[config.mk]
export PLATFORM = sky130hd
export DESIGN_NAME = arcade_input_ctrl
export DESIGN_NICKNAME = d
export VERILOG_FILES = /design/src/rtl/arcade_input_ctrl.sv
export SDC_FILE = /design/constraint.sdc
export NUM_CORES = 1
export LEC_CHECK = 0
export CORE_ASPECT_RATIO = 2
export CORE_MARGIN = 5
export CORE_UTILIZATION = 45
export CTS_CLUSTER_DIAMETER = 40
export CTS_CLUSTER_SIZE = 10
export DETAILED_ROUTE_END_ITERATION = 10
export GPL_TIMING_DRIVEN = 0
export PLACE_DENSITY = 0.79
export SLEW_MARGIN = 5
export SYNTH_ARGS = -nofsm -noshare
export SYNTH_HDL_FRONTEND = slang
export SYNTH_SLANG_ARGS = --single-unit
export TNS_END_PERCENT = 10
[constraint.sdc]
create_clock -name clk_sys -period 2.9 [get_ports clk_sys]
set_input_delay 0.58 -clock clk_sys [delete_from_list [all_inputs] [get_ports clk_sys]]
set_output_delay 0.58 -clock clk_sys [all_outputs]
set_load 0.01 [all_outputs]
[src/rtl/arcade_input_ctrl.sv]
// Player control front end for the galaxian core: PS/2 key decode, joystick merge,
// orientation remap, autofire and a timed coin/start sequencer. All outputs registered.
module arcade_input_ctrl #(
   parameter int CLK_HZ  = 12000000,
   parameter int COIN_MS = 100,
   parameter int GAP_MS  = 200,
   parameter int AF_MS   = 50
) (
   input  logic        clk_sys,
   input  logic        reset,
   input  logic [64:0] ps2_key,
   input  logic [15:0] joystick_0,
   input  logic [15:0] joystick_1,
   input  logic        rotate,
   input  logic        autofire_en,
   output logic [6:0]  P1_CSJUDLR,
   output logic [6:0]  P2_CSJUDLR,
   output logic        coin_busy
);

   localparam int DIV   = (CLK_HZ / 1000 > 0) ? CLK_HZ / 1000 : 1;
   localparam int PRE_W = (DIV > 1) ? $clog2(DIV) : 1;
   localparam int CNT_W = 16;

   typedef enum logic [1:0] {IDLE, COIN, GAP, WAIT_REL} state_t;

   logic              toggle_p0;
   logic              key_evt_p0, key_pressed_p0, key_ext_p0;
   logic [8:0]        key_code_p0;
   logic              k_up_p1, k_down_p1, k_left_p1, k_right_p1;
   logic              k_fire_p1, k_s1_p1, k_s2_p1;
   logic [15:0]       j;
   logic              raw_up, raw_down, raw_left, raw_right;
   logic              raw_fire, raw_s1, raw_s2, start_raw, start_rise;
   logic              fire_out;
   logic [PRE_W-1:0]  pre_cnt;
   logic              tick;
   logic [CNT_W-1:0]  af_cnt;
   logic              af_phase;
   state_t            state, state_nxt;
   logic [CNT_W-1:0]  seq_cnt, seq_cnt_nxt;
   logic              start_d;
   logic              coin_nxt, pass_nxt, busy_nxt;
   logic              unused_j;

   // Stage p0: key event decode
   always_comb begin
      key_evt_p0     = (ps2_key[64] != toggle_p0);
      key_pressed_p0 = (ps2_key[15:8] != 8'hF0);
      key_ext_p0     = key_pressed_p0 ? (ps2_key[15:8] == 8'hE0) : (ps2_key[23:16] == 8'hE0);
      key_code_p0    = (ps2_key[63:24] != '0) ? 9'h000 : {key_ext_p0, ps2_key[7:0]};
   end

   // Stage p1: key latches
   always_ff @(posedge clk_sys) begin
      toggle_p0 <= ps2_key[64];
      if (reset) begin
         k_up_p1    <= 1'b0;
         k_down_p1  <= 1'b0;
         k_left_p1  <= 1'b0;
         k_right_p1 <= 1'b0;
         k_fire_p1  <= 1'b0;
         k_s1_p1    <= 1'b0;
         k_s2_p1    <= 1'b0;
      end else if (key_evt_p0) begin
         // Cursor keys arrive both plain and E0-prefixed, so the extended bit is ignored
         case (key_code_p0[7:0])
            8'h75:   k_up_p1    <= key_pressed_p0;
            8'h72:   k_down_p1  <= key_pressed_p0;
            8'h6B:   k_left_p1  <= key_pressed_p0;
            8'h74:   k_right_p1 <= key_pressed_p0;
            default: ;
         endcase
         case (key_code_p0)
            9'h029, 9'h014: k_fire_p1 <= key_pressed_p0;
            9'h005:         k_s1_p1   <= key_pressed_p0;
            9'h006:         k_s2_p1   <= key_pressed_p0;
            default:        ;
         endcase
      end
   end

   always_comb begin
      j = joystick_0 | joystick_1;
      if (rotate) begin
         raw_up    = k_left_p1  | j[1];
         raw_down  = k_right_p1 | j[0];
         raw_left  = k_down_p1  | j[2];
         raw_right = k_up_p1    | j[3];
      end else begin
         raw_up    = k_up_p1    | j[3];
         raw_down  = k_down_p1  | j[2];
         raw_left  = k_left_p1  | j[1];
         raw_right = k_right_p1 | j[0];
      end
      raw_fire   = k_fire_p1 | j[4];
      raw_s1     = k_s1_p1   | j[5];
      raw_s2     = k_s2_p1   | j[6];
      start_raw  = raw_s1 | raw_s2;
      start_rise = start_raw & ~start_d;
      tick       = (pre_cnt == PRE_W'(DIV - 1));
      fire_out   = (autofire_en && raw_fire) ? af_phase : raw_fire;
   end

   assign unused_j = ^j[15:7];

   always_ff @(posedge clk_sys) begin
      if (reset)     pre_cnt <= '0;
      else if (tick) pre_cnt <= '0;
      else           pre_cnt <= pre_cnt + PRE_W'(1);
   end

   // Phase idles at 1 so the first shot lands on the same cycle fire is pressed
   always_ff @(posedge clk_sys) begin
      if (reset || !autofire_en || !raw_fire) begin
         af_phase <= 1'b1;
         af_cnt   <= '0;
      end else if (tick) begin
         if (af_cnt == CNT_W'(AF_MS - 1)) begin
            af_phase <= ~af_phase;
            af_cnt   <= '0;
         end else begin
            af_cnt <= af_cnt + CNT_W'(1);
         end
      end
   end

   always_comb begin
      state_nxt   = state;
      seq_cnt_nxt = seq_cnt;
      case (state)
         IDLE: begin
            if (start_rise) begin
               state_nxt   = COIN;
               seq_cnt_nxt = '0;
            end
         end
         COIN: begin
            if (tick) begin
               if (seq_cnt == CNT_W'(COIN_MS - 1)) begin
                  state_nxt   = GAP;
                  seq_cnt_nxt = '0;
               end else begin
                  seq_cnt_nxt = seq_cnt + CNT_W'(1);
               end
            end
         end
         GAP: begin
            if (tick) begin
               if (seq_cnt == CNT_W'(GAP_MS - 1)) begin
                  state_nxt   = WAIT_REL;
                  seq_cnt_nxt = '0;
               end else begin
                  seq_cnt_nxt = seq_cnt + CNT_W'(1);
               end
            end
         end
         WAIT_REL: begin
            if (!raw_s1 && !raw_s2) state_nxt = IDLE;
         end
         default: state_nxt = IDLE;
      endcase
      // Outputs follow the next state so they line up with the registered state
      coin_nxt = (state_nxt == COIN);
      pass_nxt = (state_nxt == WAIT_REL);
      busy_nxt = (state_nxt == COIN) || (state_nxt == GAP);
   end

   // Stage p2: sequencer state and output registers
   always_ff @(posedge clk_sys) begin
      if (reset) begin
         state      <= IDLE;
         seq_cnt    <= '0;
         start_d    <= 1'b0;
         P1_CSJUDLR <= 7'b0;
         P2_CSJUDLR <= 7'b0;
         coin_busy  <= 1'b0;
      end else begin
         state      <= state_nxt;
         seq_cnt    <= seq_cnt_nxt;
         start_d    <= start_raw;
         P1_CSJUDLR <= {coin_nxt, raw_s1 & pass_nxt, fire_out, raw_up, raw_down, raw_left, raw_right};
         P2_CSJUDLR <= {1'b0, raw_s2 & pass_nxt, fire_out, raw_up, raw_down, raw_left, raw_right};
         coin_busy  <= busy_nxt;
      end
   end

endmodule
==> results of run 1 <==
-- path summary, 6_finish.rpt --
check	end	cells after the start	slack (ns)	start
worst min-delay path	k_s1_p1	2	0.47	k_s1_p1
worst max-delay path	coin_busy	8	0.47	pre_cnt[0]
worst min register to register	k_s1_p1	2	0.47	k_s1_p1
worst max register to register	coin_busy	8	0.47	pre_cnt[0]
-- state kept, by name (all words and copies together) (netlist names), 2 cells and up --
signal and count:
P1_CSJUDLR 7, af_cnt 16, pre_cnt 14, seq_cnt 16
state 2
-- layer usage --
metal | vias up | GRT usage, % | part of all wire, %
met1 | 1589 | 19.1 | 36
met5 | - | 0 | 0
met2 | 94 | 38.9 | 56
li1 | 1694 | - | -
met4 | 0 | 8.58 | 2.5
met3 | 19 | 5.18 | 5.7
-- through the flow --
stage	utilization (%)	hold slack [ns]	setup slack (ns)	cell area (sq um)	total power, uW
2_1_floorplan	-	0.426	0.759	3480	1080
3_3_place_gp	59.8	0.439	0.241	4550	1250
3_5_place_dp	59.8	0.464	0.239	4550	1250
4_1_cts	64.0	0.473	0.483	4870	2410
5_1_grt	64.0	0.485	0.395	4870	2460
6_report	64.0	0.466	0.468	4870	2390
-- cell usage after synthesis (3+ instances only) --
cell type,number,area (sq um)
nand2_1,36,135
nor2_1,49,184
inv_1,11,41.3
mux2i_1,8,80.1
nor4_1,20,125
a211oi_1,5,37.5
nand2b_1,4,25.0
nand3_1,19,95.1
or4b_2,3,30.0
buf_4,7,52.6
dfxtp_1,67,1340
ha_1,10,125
o31ai_1,6,45.0
a21oi_1,16,80.1
nor3_1,24,120
and3_1,3,18.8
and2_1,3,18.8
nand4_1,15,93.8
xnor2_1,20,175
nor2b_1,5,31.3
buf_2,3,15.0
or3_1,8,50.1
nand4b_1,3,26.3
and4_1,3,26.3
o21ai_0,10,50.1
clkbuf_1,5,18.8
xor2_1,11,96.3
nand3b_1,3,22.5
or4_1,8,60.1
-- area by class of cell --
| class | count | share of cell area (%) |
|---|---|---|
| timing repair buffer | 95 | 19.5 |
| multi-input combinational | 315 | 40.8 |
| sequential | 67 | 27.6 |
| tap | 94 | 2.42 |
| buffer | 17 | 2.29 |
| clock buffer | 10 | 4.70 |
| clock inverter | 6 | 1.85 |
| inverter | 11 | 0.848 |
-- cells by family (layout without fill, tap and decap cells) --
group	count (synthesis)	count (layout)	synth area share, %
muxes	8	8	2.30
xor gates and xnor gates	31	31	7.80
buffers and inverters	28	139	4.39
other	1	1	0.108
DFF	67	67	38.5
adders and majority gates	10	10	3.60
and+or+nand+nor	217	217	33.3
AOI/OAI and AO/OA	48	48	9.96
-- power by group through the flow --
stage	clock (uW)	combinational, uW	sequential [uW]
after floorplan	0	111	974
after global placement	0	276	970
after detailed placement	0	283	972
after CTS	1170	285	952
after global routing	1200	305	954
final	1150	283	952
-- worst register-to-register path, stage by stage (launching register included) --
cell and delay [ns]:
dfxtp_1 0.37, ha_1 0.22, and4_1 0.22, buf_4 0.14
nand4_1 0.13, or4_1 0.53, a32oi_1 0.28, ha_1 0.29
nor2b_1 0.12
==> out/results.txt, run 1 <==
P&R area growth vs syn: 39.9%
First-pass iteration count of the detailed router: 4
Largest net degree at the start of global routing: 13
Residual DRC: 0
MaxCap Viol Count: 0
Core ar.: 0.00760 sq mm
Die Wd: 72.2 um
Hold-fix buffers, CTS: 0
Via count: 3396
Initial DRC Count: 155
Mapped Area: 0.00348 sq mm
Die height: 134 um
Combinational Power Share: 11.8%
Share of cells above drive strength 1: 8.06%
Clk root buf: clkbuf_16
Non-Filler Instances: 615
Number of flops mapped to enable cells by yosys: 0
Hold Fails Final Rpt: 0
Synth warnings: 0
CP top delay family: simple AND/OR/NAND/NOR gates
Initial Util: 45.8%
WP buf/inv: 1
Most frequent cells in the layout: clkdlybuf4s50_1 (95), dfxtp_1 (67), nor2_1 (49)
Internal power: 1860 uW
Final WL: 9.36 mm
RSZ-0062 raised after global routing: no
Most frequent CP cell: ha_1
Cells after Synth: 410
CTS Buf Count: 9
Slew Limit Fails: 0
Post-synth top flop: dfxtp_1
CTS tree: done
Post-CTS sizing: 0
Clk sinks: 67
WP data arrival: 2.64 ns
Worst-path fanout max: 6
WL per Instance: 15.2 um
Seq pwr share: 39.9%
Grt ovf: 0
Peak supply drop: 0.000424 V
Antenna cells: 0
Net Sw Frac: 21.9%
Multi-input logic area: 0.00199 sq mm
Hold Path Class: register to register
Setup TNS: 0 ns
Clk buf depth: 2
Ports: 116
Die area: 0.00970 sq mm
Req. time, crit path: 3.11 ns
Period utilisation layout: 83.9%
Fin crit period: 2.43 ns
Gr usage total: 20.2%
Detail Route Antenna Nets: 0
Syn_nets: 521
FFs w/ async S/R, synth: 0%
Slowest library cell on the worst path: or4_1
Power per cell area: 491 mW/mm^2
Crit-path cells: ha_1, and4_1, buf_4, nand4_1, or4_1, a32oi_1, ha_1, nor2b_1
Actual slew at the worst max-slew pin: 0.604 ns
Synth Register Bits: 67
Layout fillers: 647
Worst-Skew Late Latency: 0.33 ns
Initial antenna violation count: 0
Number of global-route vias before repair: 3471
Status: finished, final reports clean
DP Wirelength: 7.36 mm
H-tree Lvls: 3
Leading cell type in the layout, fill and taps excluded: clkdlybuf4s50_1
Max stage delay on crit path: 0.53 ns
Max Freq: 411 MHz
# nets final: 627
Library cells used by synthesis: 51
CP Launch Type: register
Avg Cell Area, Syn: 8.49 sq um
Power share of the clock group: 48.3%
Crit path kind: register to register
FP Rows: 45
Worst-path clk slew: 0.05 ns
# port buffers: 95
Worst Clk Skew: 0.00465 ns
First-pass GRT wire length: 15.5 mm
Setup crit end kind: register
Final GP Congestion: 0.849
Final Setup Violations: 0
Placed instance count: 599
Leak: 0.00167 uW
Setup bufs post-CTS: 0
Sequential fraction of the synthesis area: 38.5%
Rel. slew slack: 59.4%
NetSw: 523 uW
Seq. cell area: 0.00134 sq mm
Vias per inst: 5.52
No activity file was read; power rests on OpenSTA's default activity.
==> run 2: changes to the inputs <==
Settings changed: CORE_UTILIZATION 45 to 42, PLACE_DENSITY 0.79 to 0.77.
Clock period 2.9 ns to 2.1 ns, I/O delays scaled along.
==> out/results.txt, run 2 (synthesis gave the netlist of run 1 again) <==
Status: finished, final reports clean
Hold depth: 1
Final WL: 9.73 mm
Number of global-route vias before repair: 3507
Seq pwr share: 40.6%
Worst Clk Skew: 0.00648 ns
Worst-Skew Late Latency: 0.33 ns
Leak: 0.00176 uW
MaxCap Viol Count: 0
RSZ-0062 raised after global routing: yes
# port buffers: 95
R2R setup slack: 0.02 ns
Setup TNS: 0 ns
Slew Limit Fails: 0
Initial DRC Count: 209
Rel. slew slack: 65.0%
Final instance area: 0.00507 sq mm
Die height: 139 um
Actual slew at the worst max-slew pin: 0.526 ns
Final Util: 62.1%
Hold Fails Final Rpt: 0
First-pass iteration count of the detailed router: 4
Period utilisation layout: 99.0%
Ports: 116
Worst-path clk slew: 0.05 ns
Clk buf depth: 2
Worst Hold Launch: pre_cnt[0]
Max Freq: 481 MHz
Combinational Power Share: 13.2%
Most frequent cells in the layout: clkdlybuf4s50_1 (94), dfxtp_1 (58), nor2_1 (47)
Hold EP: pre_cnt[0]
Gr usage total: 19.1%
Critical R2R Launch: pre_cnt[0]
Placed Area: 0.00456 sq mm
CP Launch Type: register
Initial antenna violation count: 0
Reg2reg path depth: 9
Peak supply drop: 0.000457 V
Grt ovf: 0
FP Rows: 47
Die area: 0.0103 sq mm
Worst-path fanout max: 4
Final GP Congestion: 0.836
WP data arrival: 2.28 ns
NetSw: 710 uW
# nets final: 638
Via count: 3475
Clk root buf: clkbuf_16
Power per cell area: 639 mW/mm^2
Internal power: 2530 uW
Largest net degree at the start of global routing: 12
Final Setup Violations: 0
Req. time, crit path: 2.30 ns
CTS tree: done
Initial Util: 42.6%
WL per Instance: 15.5 um
P&R area growth vs syn: 45.8%
Top flop regs: af_cnt x16, seq_cnt x16, pre_cnt x14
Die Wd: 74.4 um
First-pass GRT wire length: 15.6 mm
Leading cell type in the layout, fill and taps excluded: clkdlybuf4s50_1
Hold Path Class: register to register
Crit path kind: register to register
Fin crit period: 2.08 ns
Hold-fix buffers, CTS: 0
Setup crit end kind: register
Share of cells above drive strength 1: 14.9%
Core ar.: 0.00817 sq mm
Net Sw Frac: 21.9%
H-tree Lvls: 3
Detail Route Antenna Nets: 0
Min Hold Slack: 0.452 ns
CTS Buf Count: 9
Power share of the clock group: 46.2%
DP Wirelength: 7.33 mm
Clk sinks: 67
Residual DRC: 0
Reg-to-reg endpoint: coin_busy
Antenna cells: 0
Vias per inst: 5.52
Worst slack, placed: -0.466 ns
Final WS setup: 0.0205 ns
==> run 2: cell types whose count changed in the layout (fill, tap and decap cells not counted), sizes merged <==
cell | before | now
clkbuf | 16 | 17
clkinv | 3 | 1
clkinvlp | 1 | 2
buf | 11 | 22
clkdlybuf4s50 | 95 | 94
bufinv | 2 | 1
dlymetal6s2s | 0 | 1
==> run 2: power groups by stage <==
stage / clock (uW) / combinational, uW / sequential [uW]
2_1_floorplan: 0 / 157 / 1340
3_3_place_gp: 0 / 385 / 1340
3_5_place_dp: 0 / 393 / 1340
4_1_cts: 1520 / 421 / 1320
5_1_grt: 1590 / 461 / 1320
6_report: 1500 / 428 / 1320
==> run 2: metrics by stage <==
stage | instances | total power (uW)
4_1_cts | 624 | 3260
5_1_grt | 629 | 3370
3_5_place_dp | 603 | 1730
2_1_floorplan | 410 | 1500
3_3_place_gp | 603 | 1720
6_report | 629 | 3240
==> run 2: worst max path at each step <==
stage                        startpoint   endpoint  slack (ns)  depth (start not counted)
after floorplan              pre_cnt[1]  coin_busy       0.007                          8
after global placement    joystick_1[5]  coin_busy       -0.46                          8
after detailed placement  joystick_1[5]  coin_busy       -0.47                          8
after CTS                    seq_cnt[9]  coin_busy       -0.03                          6
after global routing         pre_cnt[0]  coin_busy       -0.15                          9
final                        pre_cnt[0]  coin_busy        0.02                          9
==> run 2: cell type report <==
type                    instances  area [sq um]
plain buffers                  17           116
clock buffers                  11           253
inverters                      11          41.3
flip-flops and latches         67          1370
multi-input cells             315          2090
well taps                      98           123
fillers                       690          3100
repair buffers                106          1040
clock inverters                 4          50.0
==> run 2: what timing repair did <==
item | in CTS | in global routing
gates cloned | 1 | 0
resized for setup | 18 | 18
endpoints found under the setup margin | 38 | 31
pin swaps | 8 | 8
buffers inserted | 5 | 5
==> run 2: worst max-delay path: stages (launching register included) <==
cell and delay [ns]:
dfxtp_4 0.36, ha_4 0.16, and4_1 0.15, buf_6 0.12, nand4_1 0.16, nor3_1 0.10
o32ai_1 0.41, inv_1 0.09, ha_1 0.28, nor2b_1 0.13
==> run 2: per-layer routing <==
| layer | part of all wire, % | global-route usage [%] |
|---|---|---|
| met5 | 0 | 0 |
| met4 | 3.4 | 9.01 |
| met3 | 4.7 | 4.06 |
| met2 | 55 | 35.4 |
| met1 | 37 | 19.0 |
==> run 3: changes to the inputs <==
Settings changed: CORE_MARGIN 5 to unset, CORE_UTILIZATION 42 to 45, PLACE_DENSITY 0.77 to 0.79, TNS_END_PERCENT 10 to unset.
Clock period 2.1 ns to 2.5 ns, I/O delays scaled along.
==> out/results.txt, run 3 (synthesis gave the netlist of run 1 again) <==
Crit-path cells: ha_2, and4_1, buf_4, nand4_1, or4_1, a32oi_2, ha_1, nor2b_1
First-pass GRT wire length: 15.5 mm
RSZ-0062 raised after global routing: no
Actual slew at the worst max-slew pin: 0.547 ns
Core ar.: 0.00754 sq mm
Critical R2R Launch: pre_cnt[1]
Initial DRC Count: 125
Detail Route Antenna Nets: 0
Internal power: 2260 uW
Rel. slew slack: 63.5%
Max Freq: 424 MHz
NetSw: 590 uW
Seq pwr share: 38.8%
Crit path kind: register to register
Largest net degree at the start of global routing: 12
Worst-path fanout max: 6
Placed instance count: 599
Net Sw Frac: 20.7%
Min Hold Slack: 0.436 ns
Die area: 0.00811 sq mm
Setup TNS: 0 ns
Vias per inst: 5.59
H-tree Lvls: 3
Max stage delay on crit path: 0.55 ns
Top flop regs: af_cnt x16, seq_cnt x16, pre_cnt x14
# nets final: 628
Leak: 0.00168 uW
Req. time, crit path: 2.70 ns
Final Setup Violations: 0
Antenna cells: 0
# port buffers: 95
MaxCap Viol Count: 0
Power share of the clock group: 49.4%
Via count: 3440
Status: finished, final reports clean
Crit path from: pre_cnt[1]
Clk buf depth: 2
Share of cells above drive strength 1: 9.02%
Worst-path clk slew: 0.05 ns
Residual DRC: 0
Combinational Power Share: 11.8%
Final Util: 65.1%
Hold-fix buffers, CTS: 0
Die Wd: 64.2 um
Setup crit end kind: register
Worst Hold Launch: pre_cnt[0]
Grt ovf: 0
Number of global-route vias before repair: 3566
Most frequent cells in the layout: clkdlybuf4s50_1 (95), dfxtp_1 (66), nor2_1 (49)
Peak supply drop: 0.000619 V
Power per cell area: 581 mW/mm^2
DP Wirelength: 7.19 mm
CTS Buf Count: 9
Fin crit period: 2.36 ns
Slew Limit Fails: 0
CP Launch Type: register
Final GP Congestion: 0.851
Worst Clk Skew: 0.00451 ns
Clk root buf: clkbuf_16
CTS tree: done
WP data arrival: 2.56 ns
First-pass iteration count of the detailed router: 4
Clk sinks: 67
CP top delay family: simple AND/OR/NAND/NOR gates
Non-Filler Instances: 615
Leading cell type in the layout, fill and taps excluded: clkdlybuf4s50_1
WP buf/inv: 1
Die height: 126 um
Gr usage total: 24.6%
Worst-Skew Late Latency: 0.33 ns
Initial Util: 46.1%
WL per Instance: 15.2 um
Slowest library cell on the worst path: or4_1
Hold Path Class: register to register
Period utilisation layout: 94.3%
Final WL: 9.35 mm
P&R area growth vs syn: 41.1%
Ports: 116
FP Rows: 45
Hold Fails Final Rpt: 0
Initial antenna violation count: 0
-- run 3: cell types whose count changed in the layout (fill, tap and decap cells not counted), moves of 3 or more --
cell / previous run / this run
dfxtp_1: 58 / 66
dfxtp_4: 5 / 0
buf_4: 17 / 8
dfxtp_2: 4 / 1
-- run 3: final cells by class --
class / count / area (sq um)
well taps: 94 / 118
inverters: 11 / 41.3
flip-flops and latches: 67 / 1340
multi-input cells: 315 / 2010
clock inverters: 5 / 103
fillers: 626 / 2640
repair buffers: 96 / 958
clock buffers: 10 / 229
plain buffers: 17 / 111
-- run 3: final timing paths --
| path | to | slack, ns | depth (start not counted) |
|---|---|---|---|
| max | coin_busy | 0.14 | 8 |
| min | pre_cnt[0] | 0.44 | 1 |
| min reg2reg | pre_cnt[0] | 0.44 | 1 |
| max reg2reg | coin_busy | 0.14 | 8 |
-- run 3: power groups by stage --
stage | logic (uW) | clock network [uW] | registers (uW)
3_5_place_dp | 329 | 0 | 1130
4_1_cts | 334 | 1430 | 1100
3_3_place_gp | 320 | 0 | 1130
2_1_floorplan | 129 | 0 | 1130
5_1_grt | 364 | 1480 | 1110
6_report | 338 | 1410 | 1110
-- run 3: worst reg2reg max path: cells and delay by family (launching register included) --
family | cells | cell delay, ns
adder cells (fa/ha/maj) | 2 | 0.47
AO/OA/AOI/OAI | 1 | 0.21
buffers and inverters | 1 | 0.15
flip-flops | 1 | 0.35
AND/OR/NAND/NOR | 4 | 1.05
-- run 3: timing repair --
item | CTS | global route
setup buffers | 0 | 1
setup endpoints to repair | 1 | 6
pin swaps | 0 | 1
gates resized for setup | 1 | 4
-- run 3: per-layer routing --
layer / track usage, % / vias to the layer above / wire length, um / part of all wire, %
li1: - / 1696 / - / -
met2: 47.2 / 106 / 5190 / 56
met5: 0 / - / 0 / 0
met1: 22.9 / 1612 / 3400 / 36
met4: 12.7 / 0 / 289 / 3.1
met3: 6.12 / 26 / 463 / 5.0
-- run 3: stage by stage --
step / total power (uW) / setup slack (ns) / cell area (sq um)
after floorplan: 1260 / 0.359 / 3480
after global placement: 1450 / -0.0797 / 4550
after detailed placement: 1460 / -0.149 / 4550
after CTS: 2870 / 0.0416 / 4890
after global routing: 2950 / 0.00969 / 4910
final: 2850 / 0.143 / 4910
